$ cat src/rtl/stepper_pkg.sv
// Shared types and coil/phase helpers for the escalator stepper sequencer.
package stepper_pkg;

  localparam int unsigned MAX_PHASES = 32;

  typedef enum logic {
    IDLE = 1'b0,
    RUN  = 1'b1
  } state_t;

  // Coil drive pattern for a half-step position: even = one coil, odd = two adjacent coils.
  function automatic logic [MAX_PHASES-1:0] coil_pattern(input int unsigned idx,
                                                         input int unsigned phases);
    logic [MAX_PHASES-1:0] p;
    int unsigned           k;
    k = idx / 2;
    p = MAX_PHASES'(1) << k;
    if ((idx % 2) != 0) begin
      p = p | (MAX_PHASES'(1) << ((k + 1) % phases));
    end
    return p;
  endfunction

  // Next half-step position; full-step moves by 2, or by 1 to re-align an odd position.
  function automatic int unsigned next_idx(input int unsigned idx,
                                           input logic        dir,
                                           input logic        half_step,
                                           input int unsigned phases);
    int unsigned n;
    int unsigned d;
    int unsigned r;
    n = 2 * phases;
    d = (half_step || ((idx % 2) != 0)) ? 1 : 2;
    if (dir) begin
      r = idx + d;
      if (r >= n) r = r - n;
    end else begin
      r = (idx >= d) ? (idx - d) : (idx + n - d);
    end
    return r;
  endfunction

endpackage

$ cat src/rtl/step_prescaler.sv
// Step-rate prescaler: counts 0..DIV-1 while run is high, tick on the last count.
module step_prescaler #(
  parameter int unsigned DIV = 10
) (
  input  logic clk,
  input  logic rst,
  input  logic run,
  input  logic clear,
  output logic tick
);

  localparam int unsigned CNT_W = (DIV > 1) ? $clog2(DIV) : 1;

  logic [CNT_W-1:0] count;

  assign tick = run && (count == CNT_W'(DIV - 1));

  // Counter with clear priority; wraps to 0 on tick and holds while run is low.
  always_ff @(posedge clk) begin
    if (rst) begin
      count <= '0;
    end else if (clear || tick) begin
      count <= '0;
    end else if (run) begin
      count <= count + CNT_W'(1);
    end
  end

endmodule

$ cat src/rtl/stepper_seq_ctrl.sv
// Escalator stepper sequencer: sensor-triggered fixed-length run with dir/half-step modes.
// Optional build macro HOLD_TORQUE_EN keeps the last coil pattern energised in IDLE.
module stepper_seq_ctrl
  import stepper_pkg::*;
#(
  parameter int unsigned CLK_FREQ  = 50000000,
  parameter int unsigned STEP_FREQ = 4,
  parameter int unsigned PHASES    = 4,
  parameter int unsigned RUN_STEPS = 200
) (
  input  logic              clk,
  input  logic              rst,
  input  logic              enable,
  input  logic              sensor,
  input  logic              dir,
  input  logic              half_step,
  output logic [PHASES-1:0] motor,
  output logic [PHASES-1:0] leds,
  output logic              busy,
  output logic              step_pulse
);

  localparam int unsigned DIV   = CLK_FREQ / STEP_FREQ;
  localparam int unsigned IDX_W = $clog2(2 * PHASES);
  localparam int unsigned REM_W = (RUN_STEPS > 1) ? $clog2(RUN_STEPS + 1) : 1;

  logic             sync1, sync2, sync3;
  logic             accept, run, tick;
  state_t           state_q, state_d;
  logic [IDX_W-1:0] idx_q, idx_d;
  logic [REM_W-1:0] rem_q, rem_d;
  logic [PHASES-1:0] pattern, motor_d;
  logic             step_d;

  assign accept  = sync2 && !sync3 && enable;
  assign run     = (state_q == RUN) && enable;
  assign pattern = PHASES'(coil_pattern(32'(idx_q), PHASES));

  step_prescaler #(.DIV(DIV)) u_prescaler (
    .clk   (clk),
    .rst   (rst),
    .run   (run),
    .clear (accept),
    .tick  (tick)
  );

  // Two-flop sensor synchroniser plus one delayed copy for rising-edge detect.
  always_ff @(posedge clk) begin
    if (rst) begin
      sync1 <= 1'b0;
      sync2 <= 1'b0;
      sync3 <= 1'b0;
    end else begin
      sync1 <= sensor;
      sync2 <= sync1;
      sync3 <= sync2;
    end
  end

  // Next-state, step bookkeeping and coil output selection.
  always_comb begin
    state_d = state_q;
    idx_d   = idx_q;
    rem_d   = rem_q;
    step_d  = 1'b0;
    motor_d = '0;
    case (state_q)
      IDLE: begin
`ifdef HOLD_TORQUE_EN
        if (enable) motor_d = pattern;
`endif
        if (accept) begin
          state_d = RUN;
          rem_d   = REM_W'(RUN_STEPS);
        end
      end
      RUN: begin
        if (enable) motor_d = pattern;
        if (tick) begin
          idx_d  = IDX_W'(next_idx(32'(idx_q), dir, half_step, PHASES));
          step_d = 1'b1;
          rem_d  = rem_q - REM_W'(1);
          if (rem_q == REM_W'(1)) state_d = IDLE;
        end
        // Retrigger reloads the run length and wins over the final-step exit.
        if (accept) begin
          rem_d   = REM_W'(RUN_STEPS);
          state_d = RUN;
        end
      end
      default: state_d = IDLE;
    endcase
  end

  // State, position and registered outputs.
  always_ff @(posedge clk) begin
    if (rst) begin
      state_q    <= IDLE;
      idx_q      <= '0;
      rem_q      <= '0;
      motor      <= '0;
      leds       <= '0;
      busy       <= 1'b0;
      step_pulse <= 1'b0;
    end else begin
      state_q    <= state_d;
      idx_q      <= idx_d;
      rem_q      <= rem_d;
      motor      <= motor_d;
      leds       <= motor_d;
      busy       <= (state_d == RUN);
      step_pulse <= step_d;
    end
  end

endmodule

$ cat config.mk
export PLATFORM = sky130hd
export DESIGN_NAME = stepper_seq_ctrl
export DESIGN_NICKNAME = d
export VERILOG_FILES = /design/src/rtl/stepper_pkg.sv /design/src/rtl/step_prescaler.sv /design/src/rtl/stepper_seq_ctrl.sv
export SDC_FILE = /design/constraint.sdc
export NUM_CORES = 1
export LEC_CHECK = 0
export BUFFER_PORTS_ARGS = -buffer_cell sky130_fd_sc_hd__buf_2
export CORE_UTILIZATION = 50
export CTS_BUF_LIST = sky130_fd_sc_hd__clkbuf_4 sky130_fd_sc_hd__clkbuf_8 sky130_fd_sc_hd__clkbuf_16
export DETAILED_ROUTE_END_ITERATION = 8
export MAX_ROUTING_LAYER = met4
export PLACE_DENSITY = 0.65
export SKIP_CTS_REPAIR_TIMING = 1
export SLEW_MARGIN = 20
export SYNTH_ARGS = -nofsm -noshare
export SYNTH_HDL_FRONTEND = slang
export SYNTH_SLANG_ARGS = --single-unit
$ cat constraint.sdc
create_clock -name clk -period 3.2 [get_ports clk]
set_input_delay 0.48 -clock clk [delete_from_list [all_inputs] [get_ports clk]]
set_output_delay 0.48 -clock clk [all_outputs]
set_load 0.005 [all_outputs]
# Word-level counts from Yosys, hierarchy flattened
# Cells that the tools add are included.
# totals
register_bits,44
wordCells,55
out_inout_bits,10
in_bits,6
# op_classes
shifts,2
addsub,8
eq_ne,4
n_lt_le_gt_ge,2
n_mux,15
reduce_logical,12
n_bitwise,3
# op_table
op,count
"adder 24 x 1 -> 24 bit, second input constant",1
"== test 24 bit, second input constant",1
two-way mux 8 bit,3
case mux 8 bit (2 select lines),1
two-way mux 3 bit,3
"== test 8 x 1 -> 1 bit, second input constant",1
"<< shifter 1 x 2 -> 4 bit, first input constant",2
"subtractor 8 x 1 -> 8 bit, second input constant",1
subtractor 3 x 2 -> 3 bit,2
two-way mux 1 bit,5
adder 3 x 2 -> 4 bit,1
">= comparator 4 bit, second input constant",1
logical AND 1 bit,4
two-way mux 4 bit,1
OR 4 bit,1
AND reduction 2 bit,2
OR reduction 2 bit,2
"adder 3 x 1 -> 3 bit, second input constant",1
>= comparator 3 x 2 -> 1 bit,1
"!= test 3 x 1 -> 1 bit, second input constant",1
OR reduction 3 bit,1
"subtractor 3 x 1 -> 3 bit, second input constant",1
"adder 2 x 1 -> 2 bit, second input constant",1
logical OR 1 bit,2
other kinds (5),6

# Logic depth before layout (Yosys ltp)
# Gate-level depths: netlist of the first run.
# logic_depth
ltp_word,6
ltp_mapped,7
ltp_nobuf,6

# By module
# Synthesis of the first run repeated with hierarchy kept, for this count alone.
# hier_totals
hier_cells,237
hier_area_um2,2125.8
# modules_own_cells
module,n_inst,seq_area_each_um2,area_each_um2,cells_per_inst
step_prescaler,1,480.5,1176.1,137
stepper_seq_ctrl,1,400.4,949.7,100

# Worst setup path after synthesis of the first run
# Ideal clock, no wire load.
# synth_timing
path_kind,reg2reg
start,register rem_q[2]
end,register rem_q[6]
path_stages_with_launch,6
arrival_ps,1628
required_time_ps,3078
synth_period_minus_slack_ps,1750
setup_ps,122
setup_slack_ps,1450
n_path_buf,1
path_cell_list,dfxtp_1 -> or3_1 -> buf_2 -> o31a_1 -> or4_1 -> o311a_1
# synth_via
elab_chain_len,4
# synth_lines
element,line_no,source
"start, declared",stepper_seq_ctrl.sv:31,"logic [REM_W-1:0] rem_q, rem_d;"
"start signal, assigned",stepper_seq_ctrl.sv:108,rem_q <= rem_d;
subtractor 8 x 1 -> 8 bit,stepper_seq_ctrl.sv:82,rem_d = rem_q - REM_W'(1);
two-way mux 8 bit,stepper_seq_ctrl.sv:79,if (tick) begin
two-way mux 8 bit,stepper_seq_ctrl.sv:86,if (accept) begin
case mux 8 bit (2 select lines),stepper_seq_ctrl.sv:67,case (state_q)
# Every way passes these cells. The select of a mux whose other input is x is not followed.
# A chain may end at the register's enable or synchronous reset.

# Worst setup path after layout of the first run
# layout_timing
start,register state_q
end,register u_prescaler.count[20]
# layout_via
elab_chain_len,4
# layout_lines
element,line_no,source
"start, declared",stepper_seq_ctrl.sv:29,"state_t state_q, state_d;"
"start signal, assigned",stepper_seq_ctrl.sv:106,state_q <= state_d;
logical AND 1 bit *,stepper_seq_ctrl.sv:36,assign run = (state_q == RUN) && enable;
logical AND 1 bit,step_prescaler.sv:16,assign tick = run && (count == CNT_W'(DIV - 1));
logical OR 1 bit,step_prescaler.sv:22,end else if (clear || tick) begin
OR reduction 2 bit (no source line),n/a,
"end signal, assigned",step_prescaler.sv:25,count <= count + CNT_W'(1);
"end, declared",step_prescaler.sv:14,logic [CNT_W-1:0] count;
# Every way passes the cells marked *; elsewhere a longest branch is shown, timed or not.

==> flow_summary.toml, run 1 <==
[floorplanning]
horizontal_die_dimension_um = 70.0
core_um2 = 4410
floorplan.die.height_um = 70.0
pin_count = 16
std_cell_rows = 24
fp.dieArea_um2 = 4900
starting_density_of_the_core = 0.524

[global_routing]
grt_antenna_before_repair = 0
grt_use_met3 = 0.0664
grtUsageTotal = 0.227
global_route.usage.met2 = 0.310
global_route.usage.met1 = 0.322
grt_pass1_wl_um = 8440
grt_pass1_vias = 1696
maximum_number_of_pins_on_one_net_before_global_route_repair = 30
globalRoute.totalOverflow = 0
top_usage_layer = "met1"

[placed_design]
dp_hpwl_um = 3420
numPortBuffers = 15
gpl.final_weighted_congestion = 0.817

[worst_setup_path]
kind_of_critical_path = "flop to flop"
timing.critical_path.slowest_stage_cell = "sky130_fd_sc_hd__dfxtp_1"
end_kind = "flop"
timing.rr.end = "u_prescaler.count[20]"
worst_path_largest_cell_delay_ps = 580
cp.arrival_ps = 2260
cp_cell_sequence = "and4_1 > nand2_1 > nor3_2 > buf_4 > a211oi_1"
cp.required_ps = 3330
critical_path.startpoint_type = "flop"
worstRegToRegCells = 5
r2r-start = "state_q"
rrSetupSlack_ps = 1070
cp_max_fo = 18

[synthesis]
synth_top_area_frac = 0.381
synth_top_cells_by_count = "44 x sky130_fd_sc_hd__dfxtp_1, 17 x sky130_fd_sc_hd__nor3_1, 15 x sky130_fd_sc_hd__o21ai_0, 14 x sky130_fd_sc_hd__a211oi_1, 14 x sky130_fd_sc_hd__nand2_1"
syn-cell-area_um2 = 2310
synthesis.yosys.warnings = 0
number_of_distinct_library_cells_after_synthesis = 43
postSynthNetCount = 284
synth-main-ff-cell = "sky130_fd_sc_hd__dfxtp_1"
postSynthCellCount = 268
synthArstFlopShare = 0
syn_avg_cell_area_um2 = 8.63
yosys.cell_count.top_type = "sky130_fd_sc_hd__dfxtp_1"
synth-seq-area-share = 0.381
synth-edff-count = 0
synthTopCellsByArea = "sky130_fd_sc_hd__dfxtp_1 38%, sky130_fd_sc_hd__ha_1 5.4%, sky130_fd_sc_hd__a211oi_1 4.5%"
yosysTopAreaCell = "sky130_fd_sc_hd__dfxtp_1"
yosys_register_bits = 44

[worst_hold_path]
min_delay_worst_endpoint = "sync1"
worstHoldPathType = "primary input to flop"
timing.hold.worst_path_depth = 2
worstHoldStart = "sensor"

[timing]
finClkSkew_ps = 8.45
fmax_mhz = 470
maxSlewViolCount = 0
minimum_period_implied_by_the_final_worst_setup_slack_ps = 2130
final-hold-violation-count = 0
setup_total_negative_slack_ps = 0
timing_worst_slew_pin_value_ps = 1020
final.period_utilization = 0.665
setup-violations-final = 0
grt_setup_unrepaired = "no"
relSlewSlack = 0.315

[drt]
drt-total-wl_um = 4890
drt_iter0_markers = 151
detail_route.wl_per_cell_um = 15.1
route.antenna.remaining_nets = 0
drc = 0
avgViaCountPerCell = 6.02
detailroute.via_count = 1949
first_pass_iters = 4

[flow_run]
max-cap-violations = 0

[layout]
area_growth_pct = 8.11
final.fill_count = 431
drive_gt1_frac = 0.107
antenna-diode-count = 0
num-nets-final = 288

[power_and_ir_drop]
total_leakage_power_nw = 0.872
total_power_mw = 1.07
pwr-share-comb = 0.027
clockPowerShare = 0.456
worst_ir_drop_vdd_v = 0.000228
pwr-share-seq = 0.517
power_per_cell_area_nw_per_um2 = 428
internal_power_mw = 0.867
p_sw_mw = 0.204
switching_share = 0.190

[clock_tree]
ctsRootBufferMaster = "sky130_fd_sc_hd__clkbuf_8"
clk_latency_ps = 300
cts_made_buffers = 5
max-clock-path-buffers = 2
tritoncts_num_sinks = 44
tritoncts = "done"
htree_levels = 2
clkSlewWorstSetupHoldPaths_ps = 80

[run_status]
status = "finished clean"
[logic make-up after synthesis]
kind of cell	count (synthesis)	synth area share
and+or+nand+nor	111	0.288
buffers and inverters	30	0.0579
muxes	2	0.00865
xor gates and xnor gates	11	0.0416
AOI/OAI and AO/OA	60	0.169
adders and majority gates	10	0.0541
DFF	44	0.381
[metal layers]
metal	routed length (µm)	up-vias
li1	-	1013
met1	2630	903
met2	2020	29
met3	175	4
met4	69	0
met5	0	-
[worst max path at each step]
stage	from	slack, ps	endpoint
floorplan	rem_q[2]	1450	rem_q[6]
global placement	enable	1140	rem_q[2]
detailed placement	enable	1060	u_prescaler.count[20]
CTS	state_q	1080	u_prescaler.count[20]
global route	state_q	880	u_prescaler.count[20]
finish	state_q	1070	u_prescaler.count[20]
[power by group through the flow]
stage                     registers (mW)  clock network (mW)  logic, mW
after floorplan                    0.565                   0     0.0208
after global placement             0.567                   0     0.0289
after detailed placement           0.567                   0     0.0290
after CTS                          0.554               0.499     0.0291
after global routing               0.555               0.531     0.0329
final                              0.554               0.488     0.0290
[per-stage QoR]
step | setup WS (ps) | util | area (µm²) | hold WS [ps] | instances
CTS | 1080 | 0.567 | 2500 | 388 | 324
global placement | 1140 | 0.537 | 2370 | 448 | 317
finish | 1070 | 0.567 | 2500 | 399 | 324
detailed placement | 1060 | 0.537 | 2370 | 428 | 317
floorplan | 1450 | - | 2310 | 414 | 268
global route | 884 | 0.567 | 2500 | 412 | 324
[sequential cells by signal, indices dropped and copies added (netlist names)]
name	count
rem_q	8
leds	4
step_pulse	1
sync2	1
idx_q	3
u_prescaler.count	24
sync1	1
sync3	1
state_q	1
[critical path: cells and delay by family, from the launching register on]
| kind | cells | cell delay, ps |
|---|---|---|
| DFF | 1 | 580 |
| AOI/OAI and AO/OA | 1 | 80 |
| buffers and inverters | 1 | 320 |
| and+or+nand+nor | 3 | 990 |
[cells in the final DEF (no fill, tap or decap), types with 2 or more instances in the layout]
master                      count
sky130_fd_sc_hd__xnor2_1        2
sky130_fd_sc_hd__nand4_1       10
sky130_fd_sc_hd__o21ai_0       15
sky130_fd_sc_hd__a21oi_1       12
sky130_fd_sc_hd__or4_1          9
sky130_fd_sc_hd__nand2_1       14
sky130_fd_sc_hd__nor2b_1        5
sky130_fd_sc_hd__nor3_1        17
sky130_fd_sc_hd__a311oi_1       3
sky130_fd_sc_hd__o31a_1         2
sky130_fd_sc_hd__or2_2          2
sky130_fd_sc_hd__and2_1         2
sky130_fd_sc_hd__or3_1         10
sky130_fd_sc_hd__nor2_1         8
sky130_fd_sc_hd__nand3_1        9
sky130_fd_sc_hd__a211oi_1      14
sky130_fd_sc_hd__buf_4          2
sky130_fd_sc_hd__clkbuf_8       5
sky130_fd_sc_hd__dfxtp_1       44
sky130_fd_sc_hd__and4_1         7
sky130_fd_sc_hd__nand2b_1       2
sky130_fd_sc_hd__and3_1         3
sky130_fd_sc_hd__nor4_1         4
sky130_fd_sc_hd__mux2i_1        2
sky130_fd_sc_hd__xor2_1         9
sky130_fd_sc_hd__bufinv_16      2
sky130_fd_sc_hd__ha_1          10
sky130_fd_sc_hd__buf_2         15
sky130_fd_sc_hd__nor4b_1        2
sky130_fd_sc_hd__o31ai_1        9
sky130_fd_sc_hd__inv_1         10
[area by class of cell]
class / instances / area, µm² / share of cell area
flip-flops and latches: 44 / 881 / 0.352
multi-input cells: 194 / 1300 / 0.519
clock buffers: 5 / 68.8 / 0.0275
well taps: 52 / 65.1 / 0.0260
inverters: 10 / 37.5 / 0.0150
repair buffers: 17 / 90.1 / 0.0360
clock inverters: 2 / 60.1 / 0.0240
(Power assumes the default switching activity.)
==> inputs of run 2 (changes only) <==
==> constraint.sdc (replaced) <==
create_clock -name clk -period 2.2 [get_ports clk]
set_input_delay 0.33 -clock clk [delete_from_list [all_inputs] [get_ports clk]]
set_output_delay 0.33 -clock clk [all_outputs]
set_load 0.005 [all_outputs]
==> run 2 against run 1 <==
Compared with the run above:
- sequential power grew 45%
- clock skew decreased by 5.2 ps
- total power is 43% higher
- combinational power is 59% higher
- critical path type unchanged
- largest power group unchanged
==> flow_summary.toml, run 2 (synthesis results as in run 1) <==
[run_status]
status = "finished clean"

[layout]
antenna-diode-count = 0
area_growth_pct = 9.63
layout_commonest_cell = "sky130_fd_sc_hd__dfxtp_1"
largestRegisters = "u_prescaler.count (24), rem_q (8), leds (4)"
reg_area_um2 = 881
final.fill_count = 408
num-nets-final = 293
post-route-util = 0.575
commonest_cells_after_routing_fill_and_taps_aside = "44 x sky130_fd_sc_hd__dfxtp_1, 17 x sky130_fd_sc_hd__nor3_1, 15 x sky130_fd_sc_hd__o21ai_0, 15 x sky130_fd_sc_hd__buf_2"
largest_register = "u_prescaler.count"
multi_input_area_um2 = 1300
largest_register_ff_count = 24
drive_gt1_frac = 0.126

[drt]
detail_route.wl_per_cell_um = 15.0
route.antenna.remaining_nets = 0
drc = 0
drt_iter0_markers = 180
detailroute.via_count = 1991
drt-total-wl_um = 4930
avgViaCountPerCell = 6.03
first_pass_iters = 4

[worst_setup_path]
cp_cell_sequence = "ha_1 > and4_1 > nand3_1 > or4_1 > a21oi_1"
end_kind = "flop"
cp_max_fo = 10
cp.arrival_ps = 2150
timing.critical_path.slowest_stage_cell = "sky130_fd_sc_hd__or4_1"
kind_of_critical_path = "flop to flop"
critical_path.startpoint_type = "flop"
worst_path_largest_cell_delay_ps = 550
cp.required_ps = 2440

[power_and_ir_drop]
total_leakage_power_nw = 0.898
worst_ir_drop_vdd_v = 0.000271
power_per_cell_area_nw_per_um2 = 605
total_power_mw = 1.54

[clock_tree]
clk_latency_ps = 300
htree_levels = 2
tritoncts = "done"
clkSlewWorstSetupHoldPaths_ps = 80
tritoncts_num_sinks = 44
ctsRootBufferMaster = "sky130_fd_sc_hd__clkbuf_8"
max-clock-path-buffers = 2
cts_made_buffers = 5

[floorplanning]
core_um2 = 4410
horizontal_die_dimension_um = 70.0
std_cell_rows = 24
floorplan.die.height_um = 70.0
pin_count = 16
fp.dieArea_um2 = 4900
starting_density_of_the_core = 0.524

[global_routing]
top_usage_layer = "met1"
grt_use_met3 = 0.0462
global_route.usage.met1 = 0.328
globalRoute.totalOverflow = 0
grt_antenna_before_repair = 0
global_route.usage.met2 = 0.316
grt_pass1_vias = 1807
grtUsageTotal = 0.228
maximum_number_of_pins_on_one_net_before_global_route_repair = 30
grt_pass1_wl_um = 8650

[timing]
setup-violations-final = 0
maxSlewViolCount = 0
fin_worst_hold_slack_ps = 238
minimum_period_implied_by_the_final_worst_setup_slack_ps = 1910
setup_total_negative_slack_ps = 0
fin_ws_ps = 290
timing_worst_slew_pin_value_ps = 337
relSlewSlack = 0.772
final.period_utilization = 0.868
finClkSkew_ps = 3.30
fmax_mhz = 524
final-hold-violation-count = 0
grt_setup_unrepaired = "no"

[flow_run]
max-cap-violations = 0

[placed_design]
numPortBuffers = 15
place_worst_setup_slack_ps = 308
gpl.final_weighted_congestion = 0.812
dp_hpwl_um = 3490

[worst_hold_path]
worstHoldPathType = "primary input to flop"
## run 2: changes by cell type in the layout (fill, tap and decap cells not counted), sizes merged
cell | previous run | this run
clkbuf | 5 | 7
buf | 17 | 22
bufinv | 2 | 1
## run 2: layout make-up
| class | instances | share of cell area |
|---|---|---|
| tap | 52 | 0.0257 |
| inverter | 10 | 0.0148 |
| timing repair buffer | 22 | 0.0503 |
| sequential | 44 | 0.347 |
| clock inverter | 1 | 0.0118 |
| multi-input combinational | 194 | 0.512 |
| clock buffer | 7 | 0.0380 |
## run 2: metal layers
layer	vias up	wire (µm)
li1	1027	-
met1	928	2510
met2	31	2190
met3	5	165
met4	0	72
met5	-	0
## run 2: path summary, 6_finish.rpt
check,from,endpoint,slack (ps),cells past startpoint
setup / recovery,u_prescaler.count[0],rem_q[4],290,5
setup reg to reg,u_prescaler.count[0],rem_q[4],290,5
hold / removal,sensor,sync1,240,2
hold reg to reg,sync1,sync2,450,1
## run 2: through the flow
stage,std cells,cell area [µm²]
after CTS,330,2540
after detailed placement,322,2410
after floorplan,268,2310
after global placement,322,2410
final,330,2540
after global routing,330,2540
## run 2: report_power, final
group	internal [mW]	switching, mW	total, mW
logic	0.0163	0.0297	0.0460
clock network	0.401	0.284	0.685
registers	0.801	0.00365	0.805
total	1.22	0.318	1.54
## run 2: critical path, delay by kind of cell (launching register included)
family / cells / cell delay (ps)
and+or+nand+nor: 3 / 1130
DFF: 1 / 370
adders and majority gates: 1 / 200
AOI/OAI and AO/OA: 1 / 150
==> inputs of run 3 (changes only) <==
==> constraint.sdc (replaced) <==
create_clock -name clk -period 2.1 [get_ports clk]
set_input_delay 0.315 -clock clk [delete_from_list [all_inputs] [get_ports clk]]
set_output_delay 0.315 -clock clk [all_outputs]
set_load 0.005 [all_outputs]
==> run 3 against run 2 <==
Compared with the run above:
- sequential power grew 4.7%
- cell area rose by 0.94%
- largest cell class unchanged
- largest power group unchanged
- clock-buffer cell count is 2 lower
- cell count up 1.2%
- via count up 0.45%
- non-clock buffer count rose by 4
- maximum frequency up 0.26%
- sequential cell count unchanged
- first-iteration DRC count down 34%
==> flow_summary.toml, run 3 (synthesis results as in run 1) <==
[clock_tree]
clkSlewWorstSetupHoldPaths_ps = 90
tritoncts = "done"
htree_levels = 2
ctsRootBufferMaster = "sky130_fd_sc_hd__clkbuf_8"
tritoncts_num_sinks = 44
cts_made_buffers = 5
clk_latency_ps = 300
max-clock-path-buffers = 2

[timing]
setup_total_negative_slack_ps = 0
final.period_utilization = 0.907
grt_setup_unrepaired = "no"
fmax_mhz = 525
setup-violations-final = 0
maxSlewViolCount = 0
minimum_period_implied_by_the_final_worst_setup_slack_ps = 1900
fin_worst_hold_slack_ps = 237
timing_worst_slew_pin_value_ps = 349
finClkSkew_ps = 8.19
relSlewSlack = 0.764
final-hold-violation-count = 0

[power_and_ir_drop]
power_per_cell_area_nw_per_um2 = 607
total_leakage_power_nw = 0.906
worst_ir_drop_vdd_v = 0.000381

[layout]
largestRegisters = "u_prescaler.count (24), rem_q (8), leds (4)"
post-route-util = 0.580
area_growth_pct = 10.7
commonest_cells_after_routing_fill_and_taps_aside = "44 x sky130_fd_sc_hd__dfxtp_1, 17 x sky130_fd_sc_hd__nor3_1, 15 x sky130_fd_sc_hd__o21ai_0, 15 x sky130_fd_sc_hd__buf_2"
antenna-diode-count = 0
num-nets-final = 297
layout_commonest_cell = "sky130_fd_sc_hd__dfxtp_1"
drive_gt1_frac = 0.142
largest_register = "u_prescaler.count"
largest_register_ff_count = 24

[drt]
drt_iter0_markers = 118
detailroute.via_count = 2000
drc = 0
drt-total-wl_um = 5030
avgViaCountPerCell = 5.99
route.antenna.remaining_nets = 0
detail_route.wl_per_cell_um = 15.0
first_pass_iters = 4

[worst_setup_path]
crit_buf_inv = 0
worstRegToRegCells = 5
r2r-start = "u_prescaler.count[0]"
worst_path_largest_cell_delay_ps = 500
cp_max_fo = 7
worstSetupPathDepth = 5
worst_setup_path_startpoint = "u_prescaler.count[0]"
timing.rr.end = "u_prescaler.count[18]"
timing.critical_path.to = "u_prescaler.count[18]"
cp_cell_sequence = "ha_1 > and4_1 > nand2_1 > or4_1 > a211oi_1"
path_delay_family = "simple AND/OR/NAND/NOR gates"
timing.critical_path.slowest_stage_cell = "sky130_fd_sc_hd__or4_1"
rrSetupSlack_ps = 200
end_kind = "flop"
kind_of_critical_path = "flop to flop"
cp.required_ps = 2320
critical_path.startpoint_type = "flop"
cp.arrival_ps = 2120

[run_status]
status = "finished clean"

[global_routing]
global_route.usage.met1 = 0.317
globalRoute.totalOverflow = 0
grt_pass1_wl_um = 8460
top_usage_layer = "met1"
grt_antenna_before_repair = 0
grt_use_met3 = 0.0505
maximum_number_of_pins_on_one_net_before_global_route_repair = 30
grt_pass1_vias = 1750
grtUsageTotal = 0.224
global_route.usage.met2 = 0.312

[floorplanning]
horizontal_die_dimension_um = 70.0
std_cell_rows = 24
starting_density_of_the_core = 0.524
core_um2 = 4410
pin_count = 16
fp.dieArea_um2 = 4900
floorplan.die.height_um = 70.0

[worst_hold_path]
worstHoldPathType = "primary input to flop"

[placed_design]
gpl.final_weighted_congestion = 0.835
numPortBuffers = 15
dp_hpwl_um = 3550

[flow_run]
max-cap-violations = 0
==> run 3: changes by cell type in the layout (fill, tap and decap cells not counted) <==
cell,before,now
sky130_fd_sc_hd__buf_4,7,11
sky130_fd_sc_hd__clkbuf_8,7,5
sky130_fd_sc_hd__clkinvlp_4,0,1
sky130_fd_sc_hd__inv_6,0,1
sky130_fd_sc_hd__nand3_1,9,8
sky130_fd_sc_hd__nand3_2,0,1
==> run 3: cell type report <==
cell class                 count  area (µm²)
multi-input combinational    194        1300
inverter                      10        37.5
clock buffer                   5        68.8
timing repair buffer          26         158
clock inverter                 3        46.3
fill                         432        1850
tap                           52        65.1
sequential                    44         881
==> run 3: power breakdown <==
part           switching (mW)  internal (mW)
Combinational          0.0313         0.0170
Clock                   0.304          0.358
Sequential            0.00398          0.839
==> run 3: worst reg2reg max path, cell delays in order, from the launching register on <==
cell and delay, ps:
sky130_fd_sc_hd__dfxtp_1 370, sky130_fd_sc_hd__ha_1 200, sky130_fd_sc_hd__and4_1 320, sky130_fd_sc_hd__nand2_1 210, sky130_fd_sc_hd__or4_1 500, sky130_fd_sc_hd__a211oi_1 220
==> run 3: layer usage <==
metal  up-vias  part of all wire
met2        29              0.43
met5         -                 0
met3         7             0.034
li1       1032                 -
met4         0             0.015
met1       932              0.52
==> run 3: worst min path at each step <==
| stage | from | slack [ps] | cells after the start | to |
|---|---|---|---|---|
| CTS | sensor | 230 | 2 | sync1 |
| global route | sensor | 260 | 2 | sync1 |
| global placement | sync1 | 440 | 1 | sync2 |
| finish | sensor | 240 | 2 | sync1 |
| detailed placement | sync1 | 450 | 1 | sync2 |
| floorplan | rst | 390 | 1 | sync2 |
==> run 3: metrics by stage <==
step,setup WS [ps],power [mW],instance area [µm²],instances
after global routing,27.0,1.61,2560,334
final,195,1.55,2560,334
after global placement,306,0.911,2420,323
after floorplan,350,0.893,2310,268
after CTS,175,1.57,2530,331
after detailed placement,194,0.911,2420,323
